$ cat config.mk
export PLATFORM = sky130hd
export DESIGN_NAME = fetch_stage
export DESIGN_NICKNAME = d
export VERILOG_FILES = /design/src/rtl/fetch_stage.sv
export SDC_FILE = /design/constraint.sdc
export NUM_CORES = 1
export LEC_CHECK = 0
export ABC_AREA = 1
export CAP_MARGIN = 20
export CORE_ASPECT_RATIO = 0.8
export CORE_MARGIN = 2
export CORE_UTILIZATION = 47
export CTS_CLUSTER_SIZE = 30
export DETAILED_ROUTE_END_ITERATION = 7
export HOLD_SLACK_MARGIN = 0.05
export PLACE_DENSITY = 0.87
export SLEW_MARGIN = 20
export SYNTH_ARGS = -nofsm -noshare
export SYNTH_HDL_FRONTEND = slang
export SYNTH_SLANG_ARGS = --single-unit
$ cat constraint.sdc
create_clock -name clk -period 2.3 [get_ports clk]
set_input_delay 0.23 -clock clk [delete_from_list [all_inputs] [get_ports clk]]
set_output_delay 0.23 -clock clk [all_outputs]
set_load 0.02 [all_outputs]
$ cat src/rtl/fetch_stage.sv
// Instruction fetch stage: owns the PC, issues word reads to a 1-cycle
// instruction memory, buffers {instr, pc} in a small FIFO and hands them to
// decode over valid/ready. Branch redirects flush the buffer and restart fetch.
module fetch_stage #(
    parameter logic [31:0] RESET_PC = 32'h0000_0000,
    parameter int unsigned PC_STEP  = 4,
    parameter int unsigned DEPTH    = 2
) (
    input  logic        clk,
    input  logic        reset,
    output logic        imem_req,
    output logic [31:0] imem_addr,
    input  logic        imem_rvalid,
    input  logic [31:0] imem_rdata,
    input  logic        redirect_valid,
    input  logic [31:0] redirect_pc,
    output logic        if_valid,
    input  logic        if_ready,
    output logic [31:0] if_instr,
    output logic [31:0] if_pc
);

    localparam int AW = (DEPTH > 1) ? $clog2(DEPTH) : 1;  // FIFO pointer width
    localparam int CW = $clog2(DEPTH + 1);                // occupancy count width
    localparam int OW = CW + 1;                           // headroom for count+inflight

    typedef enum logic {
        S_BOOT = 1'b0,
        S_RUN  = 1'b1
    } state_e;

    state_e            state_q, state_d;
    logic [31:0]       pc_q, pc_d;
    logic              inflight_q, inflight_d;
    logic              epoch_q, epoch_d;
    logic              req_epoch_q, req_epoch_d;   // epoch the outstanding request was issued in
    logic [31:0]       req_pc_q, req_pc_d;         // PC of the outstanding request
    logic [AW-1:0]     rd_ptr_q, rd_ptr_d;
    logic [AW-1:0]     wr_ptr_q, wr_ptr_d;
    logic [CW-1:0]     count_q, count_d;
    logic [DEPTH-1:0][31:0] instr_q;
    logic [DEPTH-1:0][31:0] pcbuf_q;

    logic              pop;
    logic              resp;
    logic              push;
    logic              issue;
    logic [OW-1:0]     occ;

    // Handshake, response acceptance and issue decisions for this cycle.
    always_comb begin
        pop   = if_valid && if_ready;
        // A response only counts when a request is actually outstanding.
        resp  = imem_rvalid && inflight_q;
        // Stale responses (issued before the last redirect) and anything that
        // lands in a redirect cycle are dropped; the flush takes precedence.
        push  = resp && (req_epoch_q == epoch_q) && !redirect_valid;
        // Slots already committed after this cycle's pop; issuing only while
        // this is below DEPTH guarantees a push can never overflow.
        occ   = OW'(count_q) + OW'(inflight_q) - OW'(pop);
        issue = (state_q == S_RUN) && !reset && !redirect_valid
                && (occ < OW'(DEPTH));
    end

    // Next-state logic for the FSM, PC, request tracking and FIFO pointers.
    always_comb begin
        state_d     = state_q;
        pc_d        = pc_q;
        inflight_d  = inflight_q;
        epoch_d     = epoch_q;
        req_epoch_d = req_epoch_q;
        req_pc_d    = req_pc_q;
        rd_ptr_d    = rd_ptr_q;
        wr_ptr_d    = wr_ptr_q;
        count_d     = count_q;

        case (state_q)
            S_BOOT:  state_d = S_RUN;
            S_RUN:   state_d = S_RUN;
            default: state_d = S_BOOT;
        endcase

        // Request bookkeeping: issue wins over a same-cycle response so the
        // back-to-back case keeps exactly one request outstanding.
        if (issue) begin
            inflight_d  = 1'b1;
            req_epoch_d = epoch_q;
            req_pc_d    = pc_q;
        end else if (resp) begin
            inflight_d  = 1'b0;
        end

        if (redirect_valid) begin
            pc_d     = redirect_pc & ~32'h0000_0003;
            epoch_d  = ~epoch_q;
            rd_ptr_d = '0;
            wr_ptr_d = '0;
            count_d  = '0;
        end else begin
            if (issue) begin
                pc_d = pc_q + 32'(PC_STEP);
            end
            if (pop) begin
                rd_ptr_d = rd_ptr_q + 1'b1;
            end
            if (push) begin
                wr_ptr_d = wr_ptr_q + 1'b1;
            end
            count_d = count_q + CW'(push) - CW'(pop);
        end
    end

    // Control state register with synchronous reset.
    always_ff @(posedge clk) begin
        if (reset) begin
            state_q     <= S_BOOT;
            pc_q        <= RESET_PC;
            inflight_q  <= 1'b0;
            epoch_q     <= 1'b0;
            req_epoch_q <= 1'b0;
            req_pc_q    <= '0;
            rd_ptr_q    <= '0;
            wr_ptr_q    <= '0;
            count_q     <= '0;
        end else begin
            state_q     <= state_d;
            pc_q        <= pc_d;
            inflight_q  <= inflight_d;
            epoch_q     <= epoch_d;
            req_epoch_q <= req_epoch_d;
            req_pc_q    <= req_pc_d;
            rd_ptr_q    <= rd_ptr_d;
            wr_ptr_q    <= wr_ptr_d;
            count_q     <= count_d;
        end
    end

    // FIFO storage: cleared on reset so the head reads as zero while empty.
    always_ff @(posedge clk) begin
        if (reset) begin
            instr_q <= '0;
            pcbuf_q <= '0;
        end else if (push) begin
            instr_q[wr_ptr_q] <= imem_rdata;
            pcbuf_q[wr_ptr_q] <= req_pc_q;
        end
    end

    assign imem_req  = issue;
    assign imem_addr = pc_q;
    assign if_valid  = (count_q != '0);
    assign if_instr  = instr_q[rd_ptr_q];
    assign if_pc     = pcbuf_q[rd_ptr_q];

endmodule

-- Yosys cells after proc, flatten, opt, wreduce, memory -nomap -nowiden
Cells that the tools add are included.
- register bits after elaboration: 200
- input port bits: 69
- output and inout bits: 98
- word-level logic and storage cells: 54
- add/sub/neg operators: 7
- order comparisons: 4
- equality and inequality tests: 1
- mux-type cells: 13
- bitwise operators: 1
- reductions and logical operators: 14
- operators by type and width (kind ; number):
    32-bit 2-to-1 mux ; 7
    64-bit bitwise mux ; 2
    32-bit by 3-bit adder with 32-bit output, second input constant ; 1
    32-bit demux with 1-bit select ; 1
    1-bit logical AND ; 8
    2-bit nonzero test ; 3
    1-bit by 2-bit less-than comparator with 1-bit output, second input constant ; 2
    2-bit by 1-bit adder with 3-bit output ; 1
    3-bit by 2-bit less-than comparator with 1-bit output, second input constant ; 1
    1-bit 2-to-1 mux ; 3
    3-bit by 1-bit subtractor with 3-bit output ; 1
    1-bit adder, second input constant ; 2
    2-bit by 1-bit adder with 2-bit output ; 1
    1-bit zero test ; 2
    2-bit OR reduction ; 1
    2-bit by 1-bit subtractor with 2-bit output ; 1
    1-bit == test ; 1
    1-bit greater-or-equal comparator, second input constant ; 1
    1-bit NOT ; 1

-- Depth between registers and ports, before layout
- word-level depth: 7
- gate-level depth with buffers: 19
- depth with buffers taken out: 18

-- Least setup slack after synthesis
No wires, ideal clock.
- path type: reg2reg
- start: register count_q[1]
- end: register pc_q[10] (netlist: imem_addr[10])
- library setup time: 0.110 ns
- arrival: 2.408 ns
- required time: 2.190 ns
- path slack: -0.218 ns
- cell stages (with the launch flop): 19
- path buffers: 1
- path through: dfxtp_1 -> inv_1 -> nand2_1 -> nand2_1 -> inv_1 -> ha_1 -> inv_1 -> nand2_1 -> fa_1 -> nand2_1 -> nor2_1 -> nand2_2 -> nand2_2 -> inv_1 -> buf_2 -> nand2_1 -> nand3_1 -> nand2_1 -> inv_1
- word-level cells in the longest chain between the ends: 6
- elaborated cells between the ends (all ways): 7
- classes of those cells: add/sub (2); order compare (1); reduce/logical (4)
- ends and longest elaborated chain (item ; line ; text):
    start, declared ; 40 ; logic [CW-1:0] count_q, count_d;
    start signal, assigned ; 134 ; count_q <= count_d;
    2-bit nonzero test ; 151 ; assign if_valid = (count_q != '0);
    named net if_valid ; 17 ; output logic if_valid,
    1-bit logical AND ; 52 ; pop = if_valid && if_ready;
    named net pop ; 44 ; logic pop;
    3-bit by 1-bit subtractor with 3-bit output ; 60 ; occ = OW'(count_q) + OW'(inflight_q) - OW'(pop);
    3-bit by 2-bit less-than comparator with 1-bit output ; 62 ; && (occ < OW'(DEPTH));
    1-bit logical AND ; 62 ;
    2-bit nonzero test (no source line) ; - ;
    end signal, assigned ; 127 ; pc_q <= pc_d;
    end, declared ; 33 ; logic [31:0] pc_q, pc_d;
The timed path passes the listed nets, and every way through them passes these cells.
A chain may end at the register's enable or synchronous reset.

-- Worst setup path in the final report
- start: register count_q[1]
- end: register pc_q[19] (netlist: imem_addr[19])
- word-level cells in the longest chain between the ends: 6
- elaborated cells between the ends (all ways): 7
- classes of those cells: add/sub (2); order compare (1); reduce/logical (4)
- ends and longest elaborated chain (item ; line):
    2-bit nonzero test ; 151
    1-bit logical AND ; 52
    named net pop ; 44
    3-bit by 1-bit subtractor with 3-bit output ; 60
    3-bit by 2-bit less-than comparator with 1-bit output ; 62
    1-bit logical AND ; 62
    2-bit nonzero test (no source line) ; -
The timed path passes the listed nets, and every way through them passes these cells.

==> results.json <==
{
  "grt_use_met3_pct": 6.263,
  "via_count": 9281,
  "cts_tree": "yes",
  "die_h_um": 124.6,
  "p_int_w": 0.005258,
  "post-route-min-period_ns": 2.654,
  "preCtsSetupSlack_ns": -0.4723,
  "top_usage_layer": "met2",
  "start_util_pct": 47.47,
  "min-delay-start": "reset",
  "synth_edf_count": 0,
  "fin_skew_ns": 0.01975,
  "clkLatencyLatePin_ns": 0.45,
  "use_met1_pct": 35.03,
  "yosys_warnings": 0,
  "p_leak_nw": 4.587,
  "cp.arrival_ns": 2.93,
  "antenna_cells": 0,
  "pin_count": 167,
  "max-vdd-ir-drop_mv": 0.4497,
  "timing.final.crit_share_pct": 115.4,
  "drive_gt1_share_pct": 13.87,
  "pwr-share-seq_pct": 47.7,
  "gr-usage-all-layers_pct": 26.75,
  "ys.flop_type": "dfxtp_1",
  "antenna_found_initial": 0,
  "synthesis.area_um2": 8546,
  "power_density_nw_per_um2": 612.9,
  "routabilityCongestion": 0.9249,
  "r2r_start": "count_q[1]",
  "hold_viol_final": 0,
  "numPortBuffers": 160,
  "finalMaxSlewViolations": 0,
  "syn2layout_area_growth_pct": 40.29,
  "crit_top_cell": "nand2_4",
  "synth_cells": 1256,
  "die_area_um2": 19280,
  "dp.final_hpwl_mm": 15.52,
  "die_w_um": 154.8,
  "cts_made_buffers": 17,
  "critPathLaunchType": "register",
  "path_clk_slew_ns": 0.09,
  "cap_viol_max_count": 0,
  "via_per_inst": 5.528,
  "path_class": "register to register",
  "core_um2": 18000,
  "ys_types": 29,
  "cp_cell_sequence": "inv_2 > nand2_4 > nand2_4 > inv_4 > ha_4 > inv_2 > nand2_2 > fa_2 > nand2_4 > nor2_4 > nand2_4 > buf_4 > clkbuf_16 > nand3_1 > nand2_1 > nor2_1 > a21oi_1",
  "timing.final.ws_setup_ns": -0.3542,
  "grt_max_degree": 98,
  "critPathMaxStageDelay_ns": 0.56,
  "synth-seq-cells": 192,
  "setup_violations": 63,
  "routed_wl_mm": 28.39,
  "clock_path_buffers": 2,
  "wl_per_cell_um": 16.91,
  "synth_area_per_cell_um2": 6.804,
  "crit_start": "count_q[1]",
  "grt-ovfl-total": 0,
  "first_pass_iters": 6,
  "grt_pass1_vias": 8458,
  "tightest_slew_ns": 1.199,
  "critPathRequiredTime_ns": 2.57,
  "slowest_stage": "fa_2",
  "cts_root_buffer": "clkbuf_16",
  "drt_iter0_markers": 1013,
  "path_delay_family": "adder cells",
  "p_switching_w": 0.002090,
  "fin_nets": 1510,
  "use_met2_pct": 43.17,
  "grt_pass1_wl_mm": 41.60,
  "fillCellCount": 1343,
  "hold_class": "primary input to register",
  "clkPwrFrac_pct": 41.3,
  "violations": "setup timing",
  "drc": 0,
  "cts.sinks": 192,
  "htreeDepth": 4,
  "cp_max_fo": 7,
  "antenna_left": 0,
  "critPathBufInv": 5,
  "crit_path_end_kind": "register",
  "rsz0062_at_grt": "true",
  "p_comb_share_pct": 11.0,
  "max_freq_mhz": 376.8,
  "relSlewSlack_pct": 20.10,
  "ys_seq_area_share_pct": 44.98,
  "async_reset_ff_share_pct": 0,
  "rows": 44,
  "swShare_pct": 28.45,
  "status": "complete, but fails checks",
  "whs_ns": 0.2650
}
==> logic make-up (layout without fill, tap and decap cells) <==
kind of cell / Yosys count / count (layout) / share of synthesized area [%]
flip-flops: 192 / 192 / 44.98
XOR/XNOR: 7 / 7 / 0.7174
AO/OA/AOI/OAI: 309 / 309 / 18.48
adder cells (fa/ha/maj): 5 / 5 / 0.8199
other: 1 / 4 / 0.04388
buffers and inverters: 217 / 407 / 10.50
AND/OR/NAND/NOR: 525 / 525 / 24.47
==> synthesized netlist by cell type (6+ instances only) <==
library cell / number / area (µm²)
inv_1: 134 / 503.0
nand3_1: 64 / 320.3
clkbuf_1: 50 / 187.7
nor2_1: 104 / 390.4
a211oi_1: 8 / 60.06
dfxtp_1: 192 / 3844
buf_6: 6 / 67.56
a21oi_1: 145 / 725.7
buf_2: 18 / 90.09
nand2_1: 337 / 1265
xnor2_1: 6 / 52.55
a31oi_1: 6 / 37.54
nor3_1: 9 / 45.04
o21ai_0: 148 / 740.7
==> timing repair <==
| item | 4_1_cts | 5_1_grt |
|---|---|---|
| pin swaps | 19 | 29 |
| cloned | 5 | 1 |
| hold buffers | 0 | 0 |
| setup buffers | 25 | 10 |
| endpoints found under the setup margin | 104 | 72 |
| resized for setup | 78 | 80 |
==> power by group through the flow <==
stage	sequential, W	clock, W	combinational (W)
4_1_cts	0.00349	0.00302	0.000741
5_1_grt	0.00351	0.00319	0.000857
3_3_place_gp	0.00356	0	0.000649
6_report	0.00351	0.00303	0.000809
2_1_floorplan	0.00357	0	0.000301
3_5_place_dp	0.00356	0	0.000659
==> through the flow <==
stage	area, µm²	power [W]	utilization [%]	instances	TNS, ns
2_1_floorplan	8579	0.003873	-	1259	-0.04307
3_3_place_gp	10540	0.004205	58.56	1613	-22.48
3_5_place_dp	10540	0.004218	58.56	1613	-24.68
4_1_cts	11720	0.007251	65.12	1675	-15.46
5_1_grt	11990	0.007564	66.60	1679	-17.14
6_report	11990	0.007348	66.60	1679	-13.06
==> tightest hold or removal path: cells and delay by family <==
kind / cells / cell delay, ns
buffers and inverters: 3 / 0.36
==> routing by layer <==
metal | up-vias | share of wire, %
met5 | - | 0
met4 | 0 | 4.2
met3 | 132 | 9.4
met2 | 583 | 46
met1 | 4195 | 40
li1 | 4371 | -
==> path summary, 6_finish.rpt <==
check / end / slack (ns) / cells past startpoint
max: imem_addr[19] / -0.35 / 17
max reg2reg: imem_addr[19] / -0.35 / 17
min: state_q / 0.26 / 3
min reg2reg: instr_q[12] / 0.45 / 2
==> layout make-up <==
type / instances / area (µm²) / area share, %
clock buffer: 17 / 425.4 / 3.548
clock inverter: 15 / 188.9 / 1.576
inverter: 137 / 521.8 / 4.352
multi-input combinational: 850 / 4200 / 35.03
sequential: 192 / 3850 / 32.11
tap: 230 / 287.8 / 2.400
timing repair buffer: 238 / 2515 / 20.98
==> registers in the layout (all words and copies together) (netlist names) <==
signal       count
instr_q         64
pcbuf_q         60
imem_addr       30
req_pc_q        30
count_q          2
epoch_q          1
inflight_q       1
rd_ptr_q         1
req_epoch_q      1
state_q          1
wr_ptr_q         1
==> cell usage in the layout, fill, tap and decap left out, types with 5 or more instances in the layout <==
cell type        count
inv_2                9
inv_1              126
nor2_1              73
inv_6                5
buf_12              12
nand2_1            332
nor2_2              13
nor2_4              18
clkbuf_16           18
nor3_1               8
dfxtp_1            189
a31oi_1              6
o21ai_1             10
buf_4               46
a211oi_2             7
o21ai_0            130
nand2_4              5
nand3_2              8
nand3_1             55
dlymetal6s2s_1       9
clkinv_8             7
clkdlybuf4s50_1    149
a21oi_1            140
o21ai_2              7
buf_6               14
xnor2_1              6
Power figures use the tool's default switching activity.
